### src/rtl/gate_sweep_pkg.sv
// rtl/gate_sweep_pkg.sv - shared types, constants and MISR step function for gate_sweep_gen
// Contents: state_t FSM encoding, NUM_VEC, SIG_W, MISR_POLY, misr_next().
package gate_sweep_pkg;

  localparam int NUM_VEC = 16;
  localparam int SIG_W = 8;
  localparam logic [SIG_W-1:0] MISR_POLY = 8'h1D;

  typedef enum logic [1:0] {
    IDLE   = 2'd0,
    DRIVE  = 2'd1,
    SAMPLE = 2'd2,
    DONE   = 2'd3
  } state_t;

  // One MISR step: shift left, fold the polynomial in on a carry-out,
  // then mix the 3-bit response into the low bits.
  function automatic logic [SIG_W-1:0] misr_next(input logic [SIG_W-1:0] s,
                                                 input logic [2:0] din);
    logic [SIG_W-1:0] t;
    t = {s[SIG_W-2:0], 1'b0};
    if (s[SIG_W-1]) t = t ^ MISR_POLY;
    return t ^ {5'b0, din};
  endfunction

endpackage

### src/rtl/gate_sweep_gen_if.sv
// rtl/gate_sweep_gen_if.sv - control, stimulus/response and log-read bundle of gate_sweep_gen
// Signals: start/abort (control in), busy/done (status out), a..d (stimulus out),
//          e/f/g (response in), sig (signature out), rd_addr/rd_data (log read).
// Modports: master = the sweep generator, slave = its environment.
interface gate_sweep_gen_if;
  import gate_sweep_pkg::*;

  logic             start;
  logic             abort;
  logic             busy;
  logic             done;
  logic             a, b, c, d;
  logic             e, f, g;
  logic [SIG_W-1:0] sig;
  logic [3:0]       rd_addr;
  logic [2:0]       rd_data;

  modport master (
    input  start, abort, e, f, g, rd_addr,
    output busy, done, a, b, c, d, sig, rd_data
  );

  modport slave (
    output start, abort, e, f, g, rd_addr,
    input  busy, done, a, b, c, d, sig, rd_data
  );

endinterface

### src/rtl/sweep_misr8.sv
// rtl/sweep_misr8.sv - 8-bit MISR compacting the 3-bit gate responses
// Ports: clk, rst_n (sync active-low), clr (zero the signature), en (absorb din),
//        din[2:0] (response {e,f,g}), sig[7:0] (current signature).
module sweep_misr8
  import gate_sweep_pkg::*;
(
  input  logic             clk,
  input  logic             rst_n,
  input  logic             clr,
  input  logic             en,
  input  logic [2:0]       din,
  output logic [SIG_W-1:0] sig
);

  always_ff @(posedge clk) begin
    if (!rst_n) begin
      sig <= '0;
    end else if (clr) begin
      sig <= '0;
    end else if (en) begin
      sig <= misr_next(sig, din);
    end
  end

endmodule

### src/rtl/gate_sweep_gen.sv
// rtl/gate_sweep_gen.sv - exhaustive 4-input gate sweeper with response log and MISR signature
// Parameter: HOLD (1..15) cycles each vector is driven before its response is sampled.
// Ports: clk, rst_n (sync active-low), bus (gate_sweep_gen_if.master): start/abort in,
//        busy/done out, a..d stimulus out, e/f/g response in, sig out, rd_addr/rd_data log read.
module gate_sweep_gen
  import gate_sweep_pkg::*;
#(
  parameter int HOLD = 2
) (
  input  logic             clk,
  input  logic             rst_n,
  gate_sweep_gen_if.master bus
);

  state_t     state, state_nx;
  logic [3:0] vec, vec_nx;
  logic [3:0] hold_cnt, hold_nx;
  logic [3:0] stim, stim_nx;
  logic       misr_clr, misr_en;
  logic [2:0] resp;
  logic [2:0] rd_q;
  logic [2:0] log_mem [NUM_VEC];

  assign resp = {bus.e, bus.f, bus.g};

  always_comb begin
    state_nx = state;
    vec_nx   = vec;
    hold_nx  = hold_cnt;
    misr_clr = 1'b0;
    misr_en  = 1'b0;
    case (state)
      IDLE: begin
        if (bus.start && !bus.abort) begin
          state_nx = DRIVE;
          vec_nx   = '0;
          hold_nx  = '0;
          misr_clr = 1'b1;
        end
      end
      DRIVE: begin
        if (bus.abort) begin
          state_nx = IDLE;
          hold_nx  = '0;
        end else if (hold_cnt == 4'(HOLD - 1)) begin
          state_nx = SAMPLE;
          hold_nx  = '0;
        end else begin
          hold_nx = hold_cnt + 4'd1;
        end
      end
      SAMPLE: begin
        if (bus.abort) begin
          state_nx = IDLE;
        end else begin
          misr_en = 1'b1;
          if (vec == 4'(NUM_VEC - 1)) begin
            state_nx = DONE;
          end else begin
            vec_nx   = vec + 4'd1;
            state_nx = DRIVE;
          end
        end
      end
      DONE:    state_nx = IDLE;
      default: state_nx = IDLE;
    endcase
    // Stimulus is registered from the next-state view so a..d change on the
    // same edge that enters DRIVE and drop to zero on the edge leaving the sweep.
    stim_nx = (state_nx == DRIVE || state_nx == SAMPLE) ? vec_nx : 4'd0;
  end

  always_ff @(posedge clk) begin
    if (!rst_n) begin
      state    <= IDLE;
      vec      <= '0;
      hold_cnt <= '0;
      stim     <= '0;
      rd_q     <= '0;
    end else begin
      state    <= state_nx;
      vec      <= vec_nx;
      hold_cnt <= hold_nx;
      stim     <= stim_nx;
      rd_q     <= log_mem[bus.rd_addr];
    end
  end

  // Log storage has no reset; the read above sees the pre-write value on a
  // same-address collision.
  always_ff @(posedge clk) begin
    if (rst_n && misr_en) begin
      log_mem[vec] <= resp;
    end
  end

  sweep_misr8 u_misr (
    .clk   (clk),
    .rst_n (rst_n),
    .clr   (misr_clr),
    .en    (misr_en),
    .din   (resp),
    .sig   (bus.sig)
  );

  assign bus.a       = stim[0];
  assign bus.b       = stim[1];
  assign bus.c       = stim[2];
  assign bus.d       = stim[3];
  assign bus.busy    = (state == DRIVE) || (state == SAMPLE);
  assign bus.done    = (state == DONE);
  assign bus.rd_data = rd_q;

endmodule

### src/flat_wrapper.sv
// flat-port wrapper written by rule: the top's interface ports become plain ports
module gate_sweep_gen_flat import gate_sweep_pkg::*;
#(
  parameter int HOLD = 2
)
  (clk, rst_n, bus_start, bus_abort, bus_e, bus_f, bus_g, bus_rd_addr, bus_busy, bus_done, bus_a, bus_b, bus_c, bus_d, bus_sig, bus_rd_data);
  gate_sweep_gen_if bus_i ();
  input  logic clk;
  input  logic rst_n;
  input wire logic [$bits(bus_i.start)-1:0] bus_start;
  input wire logic [$bits(bus_i.abort)-1:0] bus_abort;
  input wire logic [$bits(bus_i.e)-1:0] bus_e;
  input wire logic [$bits(bus_i.f)-1:0] bus_f;
  input wire logic [$bits(bus_i.g)-1:0] bus_g;
  input wire logic [$bits(bus_i.rd_addr)-1:0] bus_rd_addr;
  output wire logic [$bits(bus_i.busy)-1:0] bus_busy;
  output wire logic [$bits(bus_i.done)-1:0] bus_done;
  output wire logic [$bits(bus_i.a)-1:0] bus_a;
  output wire logic [$bits(bus_i.b)-1:0] bus_b;
  output wire logic [$bits(bus_i.c)-1:0] bus_c;
  output wire logic [$bits(bus_i.d)-1:0] bus_d;
  output wire logic [$bits(bus_i.sig)-1:0] bus_sig;
  output wire logic [$bits(bus_i.rd_data)-1:0] bus_rd_data;
  assign bus_i.start = bus_start;
  assign bus_i.abort = bus_abort;
  assign bus_i.e = bus_e;
  assign bus_i.f = bus_f;
  assign bus_i.g = bus_g;
  assign bus_i.rd_addr = bus_rd_addr;
  assign bus_busy = bus_i.busy;
  assign bus_done = bus_i.done;
  assign bus_a = bus_i.a;
  assign bus_b = bus_i.b;
  assign bus_c = bus_i.c;
  assign bus_d = bus_i.d;
  assign bus_sig = bus_i.sig;
  assign bus_rd_data = bus_i.rd_data;
  gate_sweep_gen #(.HOLD(HOLD)) u_core (.clk(clk), .rst_n(rst_n), .bus(bus_i));
endmodule
### config.mk
export PLATFORM = sky130hd
export DESIGN_NAME = gate_sweep_gen_flat
export DESIGN_NICKNAME = d
export VERILOG_FILES = /design/src/rtl/gate_sweep_pkg.sv /design/src/rtl/gate_sweep_gen_if.sv /design/src/rtl/sweep_misr8.sv /design/src/rtl/gate_sweep_gen.sv /design/src/flat_wrapper.sv
export SDC_FILE = /design/constraint.sdc
export NUM_CORES = 1
export LEC_CHECK = 0
export CORE_MARGIN = 8
export CORE_UTILIZATION = 25
export DETAILED_ROUTE_END_ITERATION = 10
export PLACE_DENSITY = 0.38
export SYNTH_ARGS = -nofsm -noshare
export SYNTH_HDL_FRONTEND = slang
export SYNTH_HIERARCHICAL = 1
export SYNTH_SLANG_ARGS = --single-unit
### constraint.sdc
create_clock -name clk -period 2.15 [get_ports clk]
set_input_delay 0.43 -clock clk [delete_from_list [all_inputs] [get_ports clk]]
set_output_delay 0.43 -clock clk [all_outputs]
set_load 0.01 [all_outputs]
==> impl_metrics.py <==
metrics = {
    "run_status": {
        "status": "completed",
    },
    "critical_path": {
        "required_ps": 1720,
        "ff2ff_setup_slack_ps": 240,
        "endpoint_kind": "output pin",
        "start_kind": "flip-flop",
        "worstPathArrival_ps": 1600,
        "timing.rr.end": "u_core/stim[1]",
        "path_class": "flip-flop to output pin",
        "critPathLaunch": "u_core/state[1]",
        "reg2reg_depth": 6,
        "cp_max_fo": 4,
        "r2r-start": "u_core/state[0]",
    },
    "logic_synthesis": {
        "yosys-top-cells-area": "edfxtp_1 (45%), dfxtp_1 (16%), mux4_2 (8.5%)",
        "ys_seq_elements": 73,
        "synth-warning-count": 6,
        "synthesis.nets": 247,
        "synth.avg_cell_area_um2": 14.03,
        "yosysSeqAreaShare": 0.6122,
        "async_reset_ff_frac": 0,
        "synth_top_cell_by_area": "edfxtp_1",
        "synth_edf_count": 48,
        "synth_top_area_frac": 0.4544,
        "synthDistinctLibCells": 40,
        "synth_cells": 226,
        "synth_area_um2": 3172,
        "synthFlopType": "edfxtp_1",
    },
    "sta": {
        "period_minus_slack_ps": 2033,
        "clock_skew_ps": 2.962,
        "slew_headroom": 0.7408,
        "whs_ps": 505.2,
        "fin_crit_sh": 0.9455,
        "fmax_mhz": 491.9,
        "fin_ws_ps": 117.2,
        "rsz0062_at_grt": "false",
        "finalSetupTns_ps": 0,
        "maxSlewViolCount": 0,
        "setup_viol": 0,
        "worst_pin_slew_ps": 384.8,
        "hold_violations": 0,
    },
    "power_and_ir_drop": {
        "power_leakage_nw": 1.410,
        "total_power_mw": 3.166,
        "vdd_ir_drop_max_v": 0.0002716,
        "power.density_nw_per_um2": 762.8,
    },
    "global_route": {
        "grt_pass1_wl_um": 11120,
        "grt_antenna_before_repair": 0,
        "gr-total-overflow": 0,
        "grt_usage": 0.09090,
        "grt_max_degree": 18,
        "grt_pass1_vias": 2048,
    },
    "run": {
        "drv_cap": 0,
    },
    "final_layout": {
        "n_antenna_cell": 0,
        "nFillCells": 1276,
        "drive_gt1_frac": 0.2226,
        "post-route-util": 0.3316,
        "syn_to_final_growth_pct": 30.85,
        "nNetsFinal": 308,
        "final_cell_mix": "edfxtp_1 (48), buf_4 (30), clkdlybuf4s50_1 (27)",
        "final_common_cell": "edfxtp_1",
        "multi_input_area_um2": 1155,
        "seqCellArea_um2": 1943,
    },
    "placed_design": {
        "routabilityCongestion": 0.7338,
        "pre_cts_ws_ps": -28.61,
        "dp_hpwl_um": 5090,
        "io_buffers": 27,
    },
    "route": {
        "dr.pass1.iters": 4,
        "via_per_inst": 4.183,
        "num_vias": 1941,
        "ant_nets": 0,
        "drt_iter0_markers": 72,
        "drc": 0,
        "avgRoutedWirePerCell_um": 14.87,
        "wl_um": 6899,
    },
    "min_path": {
        "hp-start": "u_core/u_misr/sig[4]",
        "hold_path_class": "flip-flop to flip-flop",
        "holdPathEnd": "u_core/u_misr/sig[4]",
        "holdPathStages": 2,
    },
    "cts": {
        "cts_resized": 0,
        "postCtsHoldBufs": 0,
        "postCtsSetupBuffers": 0,
        "cts_tree": "built",
        "cts_max_level": 3,
        "clock-sinks": 73,
        "cts_buffers": 9,
        "cts_root_buf": "clkbuf_16",
        "clockBufferDepth": 2,
        "clkLatencyLatePin_ps": 330,
        "clkTransAtPathRegs_ps": 50,
    },
    "die": {
        "rows": 41,
        "core_um2": 12520,
        "dieArea_um2": 16550,
        "die_x_um": 128.6,
        "start_util": 0.2534,
        "fp.dieH_um": 128.6,
        "io_pins": 28,
    },
}
[Yosys cell counts, types with 3 or more instances]
master and count:
a2111oi_2 3, ha_1 10, nand2_1 9, mux4_2 12, edfxtp_1 48, o21ai_0 4, xnor2_1 7, inv_1 7
a211oi_1 6, nand3_1 8, dfxtp_1 25, nor3_1 4, buf_2 3, mux2i_1 10, a21oi_1 4, nor2_1 26
clkbuf_1 4, o22ai_1 4, nand2b_1 8
[worst max-delay path, cell delays in order, from the launching register on]
cell             delay (ps)
dfxtp_1                 390
inv_1                    80
ha_1                    270
clkdlybuf4s50_1         530
[final cells by class]
type / instances / area share
Inverter: 8 / 0.007235
Sequential cell: 73 / 0.4682
Timing Repair Buffer: 59 / 0.1290
Clock buffer: 16 / 0.06542
Tap cell: 172 / 0.05185
Multi-Input combinational cell: 136 / 0.2783
[report_power, final]
group	switching, mW	internal (mW)
clock network	0.512	0.846
logic	0.142	0.143
registers	0.0128	1.51
[flip-flops by register name, summed over array words and instances, names as in the netlist]
signal,count
u_core/log_mem,48
u_core/u_misr/sig,8
u_core/hold_cnt,4
u_core/stim,4
u_core/vec,4
u_core/bus.rd_data,3
u_core/state,2
[metrics by stage]
step                      cells  area, um^2
after floorplan             226        3172
after global placement      448        3877
after detailed placement    448        3877
after CTS                   464        4149
after global routing        464        4150
final                       464        4150
[how the worst max path moves through the flow]
| stage | end | slack [ps] | cells past startpoint |
|---|---|---|---|
| floorplan | u_core/stim[2] | 330 | 6 |
| global placement | u_core/log_mem[2][1] | -40 | 7 |
| detailed placement | u_core/log_mem[10][0] | -30 | 6 |
| CTS | bus_busy | 8 | 3 |
| global route | bus_busy | 20 | 3 |
| finish | bus_busy | 120 | 3 |
[per-layer routing]
layer	share of wire	up-vias	track usage
met5	0	-	0
met4	0.021	0	0.04285
met3	0.043	13	0.03475
met2	0.50	29	0.1510
met1	0.43	924	0.1011
li1	-	975	-
[kinds of logic after synthesis]
kind of cell / Yosys count / share of synthesized area
AO/OA/AOI/OAI: 31 / 0.08205
buffers and inverters: 17 / 0.02366
AND/OR/NAND/NOR: 65 / 0.09902
flip-flops: 73 / 0.6122
XOR/XNOR: 8 / 0.02682
adder cells (fa/ha/maj): 10 / 0.03945
multiplexers: 22 / 0.1168
No activity file was read; power rests on OpenSTA's default activity.
